**config.mk**
```make
export PLATFORM = sky130hd
export DESIGN_NAME = bus_arbiter2_flat
export DESIGN_NICKNAME = d
export VERILOG_FILES = /design/src/rtl/bus_arbiter2_pkg.sv /design/src/rtl/bus_arbiter2_if.sv /design/src/rtl/bus_arbiter2_mux2.sv /design/src/rtl/bus_arbiter2.sv /design/src/flat_wrapper.sv
export SDC_FILE = /design/constraint.sdc
export NUM_CORES = 1
export LEC_CHECK = 0
export ABC_AREA = 1
export ABC_CLOCK_PERIOD_IN_PS = 1700
export BUFFER_PORTS_ARGS = -buffer_cell sky130_fd_sc_hd__buf_2
export CAP_MARGIN = 10
export CORE_MARGIN = 2
export CORE_UTILIZATION = 50
export CTS_CLUSTER_SIZE = 10
export DETAILED_ROUTE_END_ITERATION = 8
export MAX_ROUTING_LAYER = met4
export PLACE_DENSITY = 0.83
export SLEW_MARGIN = 20
export SYNTH_ARGS = -nofsm -noshare
export SYNTH_HDL_FRONTEND = slang
export SYNTH_SLANG_ARGS = --single-unit
```
**constraint.sdc**
```tcl
create_clock -name clk -period 1.7 [get_ports clk]
set_input_delay 0.17 -clock clk [delete_from_list [all_inputs] [get_ports clk]]
set_output_delay 0.17 -clock clk [all_outputs]
set_load 0.03 [all_outputs]
```
**src/rtl/bus_arbiter2_pkg.sv**
```systemverilog
// Shared definitions for the two-requester operand-bus arbiter:
// FSM state encodings, default widths and the hold-counter width.
package bus_arbiter2_pkg;

  localparam int DEFAULT_N        = 16;
  localparam int DEFAULT_MAX_HOLD = 8;
  localparam int HOLD_W           = 8;

  typedef enum logic [1:0] {
    ST_IDLE = 2'd0,
    ST_OWN0 = 2'd1,
    ST_OWN1 = 2'd2
  } state_e;

  // Saturating increment for the hold counter; it must never wrap.
  function automatic logic [HOLD_W-1:0] sat_inc(input logic [HOLD_W-1:0] v);
    if (v == {HOLD_W{1'b1}}) begin
      return v;
    end else begin
      return v + {{(HOLD_W-1){1'b0}}, 1'b1};
    end
  endfunction

endpackage

```
**src/rtl/bus_arbiter2_if.sv**
```systemverilog
// Operand-bus bundle between the two requesters / consumer and the arbiter.
// master: requesters and consumer side; slave: the arbiter itself.
interface bus_arbiter2_if #(
  parameter int N = 16
);
  logic         req0;
  logic         last0;
  logic [N-1:0] data_in0;
  logic         req1;
  logic         last1;
  logic [N-1:0] data_in1;
  logic         ready;
  logic         gnt0;
  logic         gnt1;
  logic         sel;
  logic [N-1:0] data_out;
  logic         out_valid;
  logic         beat;

  modport master (
    output req0, last0, data_in0, req1, last1, data_in1, ready,
    input  gnt0, gnt1, sel, data_out, out_valid, beat
  );

  modport slave (
    input  req0, last0, data_in0, req1, last1, data_in1, ready,
    output gnt0, gnt1, sel, data_out, out_valid, beat
  );
endinterface

```
**src/rtl/bus_arbiter2_mux2.sv**
```systemverilog
// Generic 2:1 word multiplexer; sel=1 picks input b.
module bus_arbiter2_mux2 #(
  parameter int W = 16
) (
  input  logic         sel,
  input  logic [W-1:0] a,
  input  logic [W-1:0] b,
  output logic [W-1:0] y
);

  assign y = sel ? b : a;

endmodule

```
**src/rtl/bus_arbiter2.sv**
```systemverilog
// Two-requester round-robin arbiter for the shared operand bus.
// Grants one requester at a time for a multi-beat transaction, forces a
// handover after MAX_HOLD beats when the other side waits, and registers
// the selected word toward the consumer.
module bus_arbiter2
  import bus_arbiter2_pkg::*;
#(
  parameter int N        = DEFAULT_N,
  parameter int MAX_HOLD = DEFAULT_MAX_HOLD
) (
  input logic            clk,
  input logic            rst_n,
  bus_arbiter2_if.slave  bus
);

  localparam logic [HOLD_W-1:0] HOLD_LAST = HOLD_W'(MAX_HOLD - 1);

  state_e              state_r;
  logic                ptr_r;       // 0 favours requester 0 on contention
  logic [HOLD_W-1:0]   hold_cnt_r;
  logic                gnt0_r;
  logic                gnt1_r;
  logic [N-1:0]        data_out_r;
  logic                out_valid_r;

  logic                own_s;
  logic                req_x_s;
  logic                last_x_s;
  logic                req_other_s;
  logic                beat_s;
  logic                preempt_s;
  logic                release_s;
  logic [N-1:0]        mux_y_s;

  // View the current owner's handshake as "x" and the competitor as "other".
  always_comb begin
    own_s       = 1'b0;
    req_x_s     = 1'b0;
    last_x_s    = 1'b0;
    req_other_s = 1'b0;
    case (state_r)
      ST_OWN0: begin
        own_s       = 1'b1;
        req_x_s     = bus.req0;
        last_x_s    = bus.last0;
        req_other_s = bus.req1;
      end
      ST_OWN1: begin
        own_s       = 1'b1;
        req_x_s     = bus.req1;
        last_x_s    = bus.last1;
        req_other_s = bus.req0;
      end
      default: begin
        own_s       = 1'b0;
        req_x_s     = 1'b0;
        last_x_s    = 1'b0;
        req_other_s = 1'b0;
      end
    endcase
  end

  // Beat and release decode; last and preemption together give one release.
  always_comb begin
    beat_s    = own_s & req_x_s & bus.ready;
    preempt_s = beat_s & req_other_s & (hold_cnt_r == HOLD_LAST);
    release_s = own_s & (~req_x_s | (beat_s & last_x_s) | preempt_s);
  end

  // Ownership FSM with registered grants, round-robin pointer and hold counter.
  always_ff @(posedge clk or negedge rst_n) begin
    if (!rst_n) begin
      state_r    <= ST_IDLE;
      gnt0_r     <= 1'b0;
      gnt1_r     <= 1'b0;
      ptr_r      <= 1'b0;
      hold_cnt_r <= {HOLD_W{1'b0}};
    end else begin
      case (state_r)
        ST_IDLE: begin
          hold_cnt_r <= {HOLD_W{1'b0}};
          if (bus.req0 && bus.req1) begin
            state_r <= ptr_r ? ST_OWN1 : ST_OWN0;
            gnt0_r  <= ~ptr_r;
            gnt1_r  <= ptr_r;
          end else if (bus.req0) begin
            state_r <= ST_OWN0;
            gnt0_r  <= 1'b1;
            gnt1_r  <= 1'b0;
          end else if (bus.req1) begin
            state_r <= ST_OWN1;
            gnt0_r  <= 1'b0;
            gnt1_r  <= 1'b1;
          end else begin
            state_r <= ST_IDLE;
            gnt0_r  <= 1'b0;
            gnt1_r  <= 1'b0;
          end
        end
        ST_OWN0: begin
          if (release_s) begin
            state_r    <= bus.req1 ? ST_OWN1 : ST_IDLE;
            gnt0_r     <= 1'b0;
            gnt1_r     <= bus.req1;
            ptr_r      <= 1'b1;
            hold_cnt_r <= {HOLD_W{1'b0}};
          end else if (!bus.req1) begin
            hold_cnt_r <= {HOLD_W{1'b0}};
          end else if (beat_s) begin
            hold_cnt_r <= sat_inc(hold_cnt_r);
          end else begin
            hold_cnt_r <= hold_cnt_r;
          end
        end
        ST_OWN1: begin
          if (release_s) begin
            state_r    <= bus.req0 ? ST_OWN0 : ST_IDLE;
            gnt0_r     <= bus.req0;
            gnt1_r     <= 1'b0;
            ptr_r      <= 1'b0;
            hold_cnt_r <= {HOLD_W{1'b0}};
          end else if (!bus.req0) begin
            hold_cnt_r <= {HOLD_W{1'b0}};
          end else if (beat_s) begin
            hold_cnt_r <= sat_inc(hold_cnt_r);
          end else begin
            hold_cnt_r <= hold_cnt_r;
          end
        end
        default: begin
          state_r    <= ST_IDLE;
          gnt0_r     <= 1'b0;
          gnt1_r     <= 1'b0;
          hold_cnt_r <= {HOLD_W{1'b0}};
        end
      endcase
    end
  end

  bus_arbiter2_mux2 #(.W(N)) u_mux (
    .sel (gnt1_r),
    .a   (bus.data_in0),
    .b   (bus.data_in1),
    .y   (mux_y_s)
  );

  // Output word register: capture on a beat, hold otherwise.
  always_ff @(posedge clk or negedge rst_n) begin
    if (!rst_n) begin
      data_out_r  <= {N{1'b0}};
      out_valid_r <= 1'b0;
    end else begin
      out_valid_r <= beat_s;
      if (beat_s) begin
        data_out_r <= mux_y_s;
      end else begin
        data_out_r <= data_out_r;
      end
    end
  end

  assign bus.gnt0      = gnt0_r;
  assign bus.gnt1      = gnt1_r;
  assign bus.sel       = gnt1_r;
  assign bus.data_out  = data_out_r;
  assign bus.out_valid = out_valid_r;
  assign bus.beat      = beat_s;

endmodule

```
**src/flat_wrapper.sv**
```systemverilog
// flat-port wrapper written by rule: the top's interface ports become plain ports
module bus_arbiter2_flat import bus_arbiter2_pkg::*;
#(
  parameter int N        = DEFAULT_N,
  parameter int MAX_HOLD = DEFAULT_MAX_HOLD
)
  (clk, rst_n, bus_req0, bus_last0, bus_data_in0, bus_req1, bus_last1, bus_data_in1, bus_ready, bus_gnt0, bus_gnt1, bus_sel, bus_data_out, bus_out_valid, bus_beat);
  bus_arbiter2_if #(.N(N)) bus_i ();
  input logic clk;
  input logic rst_n;
  input wire logic [$bits(bus_i.req0)-1:0] bus_req0;
  input wire logic [$bits(bus_i.last0)-1:0] bus_last0;
  input wire logic [$bits(bus_i.data_in0)-1:0] bus_data_in0;
  input wire logic [$bits(bus_i.req1)-1:0] bus_req1;
  input wire logic [$bits(bus_i.last1)-1:0] bus_last1;
  input wire logic [$bits(bus_i.data_in1)-1:0] bus_data_in1;
  input wire logic [$bits(bus_i.ready)-1:0] bus_ready;
  output wire logic [$bits(bus_i.gnt0)-1:0] bus_gnt0;
  output wire logic [$bits(bus_i.gnt1)-1:0] bus_gnt1;
  output wire logic [$bits(bus_i.sel)-1:0] bus_sel;
  output wire logic [$bits(bus_i.data_out)-1:0] bus_data_out;
  output wire logic [$bits(bus_i.out_valid)-1:0] bus_out_valid;
  output wire logic [$bits(bus_i.beat)-1:0] bus_beat;
  assign bus_i.req0 = bus_req0;
  assign bus_i.last0 = bus_last0;
  assign bus_i.data_in0 = bus_data_in0;
  assign bus_i.req1 = bus_req1;
  assign bus_i.last1 = bus_last1;
  assign bus_i.data_in1 = bus_data_in1;
  assign bus_i.ready = bus_ready;
  assign bus_gnt0 = bus_i.gnt0;
  assign bus_gnt1 = bus_i.gnt1;
  assign bus_sel = bus_i.sel;
  assign bus_data_out = bus_i.data_out;
  assign bus_out_valid = bus_i.out_valid;
  assign bus_beat = bus_i.beat;
  bus_arbiter2 #(.N(N), .MAX_HOLD(MAX_HOLD)) u_core (.clk(clk), .rst_n(rst_n), .bus(bus_i));
endmodule
```
==> impl_results.md <==
* Status: completed
* Final #Nets at around 350
* Total CTS buffers at 5
* Avg Vias per Cell at 4.82
* CTS tree: yes
* Worst-case clock buffer depth at 2
* Layout area overhead at 31.9%
* Final Hold Vio Count at 0
* ANT cells at 0
* #FFs+latches synth at 30
* Crit path max fanout at 3
* # IOs at 60
* Critical Path End Type: output port
* Wirelength, routed at ~3900 um
* Reg2reg setup slack at 0.10 ns
* Num rows at 21
* Register share of total power at 0.302
* Reg2reg start: u_core.state_r[0]
* Peak supply drop at about 1200 uV
* Top cells by area in the synthesized netlist: dfrtp_1 42%, nand2_1 16%, o21ai_0 9.2%, inv_1 7.1%, ha_1 4.2%
* First-pass GRT wire length at roughly 7000 um
* Yosys top cell by area: dfrtp_1
* Fmax at roughly 0.60 GHz
* PwrDens at 1530 nW/um2
* Worst-Margin Slew at 0.645 ns
* Slowest CP cell: dfrtp_1
* Clock Power Share at 0.206
* Post-DRT Antenna Nets at 0
* Final core occ at 0.700
* FF-to-FF End: u_core.hold_cnt_r[7]
* Syn_area_per_cell at 7.43 um2
* Dpl hpwl at 2850 um
* Setup CP Type: register to output port
* Clock transition at the registers of the reported paths at 0.10 ns
* Psw at around 1.6 mW
* Routed wire length per instance at ~11 um
* Cell repeated most along the worst path: nand2_2
* Final setup viols at 0
* Synth top cells by count: 76 x nand2_1, 34 x inv_1, 33 x o21ai_0
* Yosys top cell area share at 0.417
* Cell Chain, Critical Path: buf_6 -> ha_4 -> nand2_2 -> nand2_2 -> nand3_4 -> clkinv_8 -> buf_8
* Input/output buffers at just under 60
* CP max stage delay at 0.44 ns
* CP Data Required Time at ~1.5 ns
* Ratio of cells with drive above 1 in the final layout at 0.348
* Area of the die at approximately 4100 um2
* Vias in the first global route at approximately 1,700
* Hold Path Class: input port to register
* Number of synthesized flops with an enable pin at 0
* Iter 0 DRT Violations at 87
* Mapped Area at ~1800 um2
* RSZ-0062 raised after global routing: true
* Post-synth net total at about 290
* Sequential fraction of the synthesis area at 0.417
* Worst setup startpoint: u_core.state_r[0]
* Initial Utilization at 0.531
* Maxcap violations at 0
* Max-slew violation count at 0
* DR pass1 iterations at 4
* Critical path arrival at approximately 1.5 ns
* Final std cell area, no fill at 2370 um2
* Gr usage total at 0.221
* Grt ovf at 0
* Gpl congestion at 0.821
* DR vias at around 1,700
* Syn Inst Count at around 240
* Htree depth at 2
* Static Leak at 1.27 nW
* Placed inst area at ~2100 um2
* Worst min-delay path startpoint: bus_data_in0[6]
* Place WS at around 0.079 ns
* Fillers at 270
* Post-Route Skew at between 0.01 and 0.015 ns
* Cell Int Power at 2.07 mW
* Fin crit share at 0.977
* # DRC at 0
* Core area at between 3000 and 4000 um2
* Final WS setup at 0.0384 ns
* CP Launch Type: register
* Root Driver: clkbuf_4
* Largest net degree at the start of global routing at 33
* Async S/R FF share, synth at 1.00
* Distinct cell type count after synthesis at 22
* Worst slew margin at 0.570
* Die height at about 64 um
* Worst skew pair latency at between 0.3 and 0.4 ns
* Main synth FF type: dfrtp_1
* Synth Warn # at 0
* Comb pwr share at 0.491
* Worst setup path end: bus_beat
* Count leader, synth: nand2_1
* Worst-case reg-to-reg path depth at 11
* Clock sinks at 30
* Die Span X at roughly 64 um
* Antenna violations before repair at 0
* Switching share of power at 0.432
* Tmin final at roughly 1.7 ns
final cells by class:
type / instances / area, um2 / area share
Inverter: 38 / 158 / 0.0664
Clock inverter: 2 / 60.1 / 0.0253
Multi-Input combinational cell: 166 / 908 / 0.383
Sequential cell: 30 / 752 / 0.317
Timing Repair Buffer: 68 / 387 / 0.163
Clock buffer: 6 / 51.3 / 0.0216
Tap cell: 46 / 57.6 / 0.0242
per-stage QoR:
| stage | hold WS, ns | power, mW | setup TNS, ns | std cells |
|---|---|---|---|---|
| 2_1_floorplan | -0.126 | 2.27 | 0 | 242 |
| 3_3_place_gp | 0.231 | 2.68 | 0 | 343 |
| 3_5_place_dp | 0.229 | 2.73 | 0 | 343 |
| 4_1_cts | 0.128 | 3.62 | 0 | 356 |
| 5_1_grt | 0.142 | 3.91 | -0.0324 | 356 |
| 6_report | 0.138 | 3.64 | 0 | 356 |
worst min path at each step:
stage	cells after the start	to	slack, ns
global placement	1	u_core.hold_cnt_r[5]	0.23
CTS	3	u_core.bus.data_out[6]	0.13
detailed placement	1	u_core.hold_cnt_r[5]	0.23
finish	3	u_core.bus.data_out[6]	0.14
floorplan	0	u_core.bus.data_out[0]	-0.13
global route	3	u_core.bus.data_out[8]	0.14
power by group through the flow:
stage	clock, mW	sequential, mW	combinational (mW)
after floorplan	0	1.46	0.812
after global placement	0	1.08	1.60
after detailed placement	0	1.09	1.64
after CTS	0.760	1.09	1.77
after global routing	0.796	1.13	1.99
final	0.750	1.10	1.79
logic make-up (layout without fill, tap and decap cells):
family,count (synthesis),in the layout,share of synthesized area
AOI/OAI and AO/OA,37,37,0.103
DFF,30,30,0.417
buffers and inverters,46,114,0.107
and+or+nand+nor,123,123,0.331
adders and majority gates,6,6,0.0417
placed cells by master (no fill, tap or decap), types with 4 or more instances in the layout:
cell type,n
buf_2,58
buf_4,5
clkbuf_4,5
dfrtp_1,29
inv_1,31
inv_2,5
nand2_1,74
nand2_2,5
nand2_4,5
nand3_1,13
nand3_2,4
nor2_1,12
o21ai_0,33
per-layer routing:
layer  wire length (um)  vias to the layer above  track usage
met5                  0                        -            -
met4                 60                        0       0.0761
met3                129                        7       0.0528
met2               2130                       34        0.410
met1               1620                      793        0.224
li1                   -                      882            -
worst max-delay path, delay by kind of cell, from the launching register on:
kind          cells  cell delay, ns
flops             1            0.44
simple gates      3            0.23
buf+inv           3            0.34
fa+ha+maj         1            0.15
repair_timing:
| action | 4_1_cts | 5_1_grt |
|---|---|---|
| hold buffers | 1 | 0 |
| hold endpoints to repair | 30 | 0 |
| buffers inserted | 5 | 0 |
| resized for setup | 12 | 10 |
| setup endpoints to repair | 1 | 19 |
| pin swaps | 1 | 9 |
registers in the layout, summed over array words and instances (netlist names):
register and flops:
u_core.bus.data_out 16, u_core.hold_cnt_r 8, u_core.state_r 2, u_core.bus.gnt0 1, u_core.bus.gnt1 1, u_core.bus.out_valid 1, u_core.ptr_r 1
(Power assumes the default switching activity.)
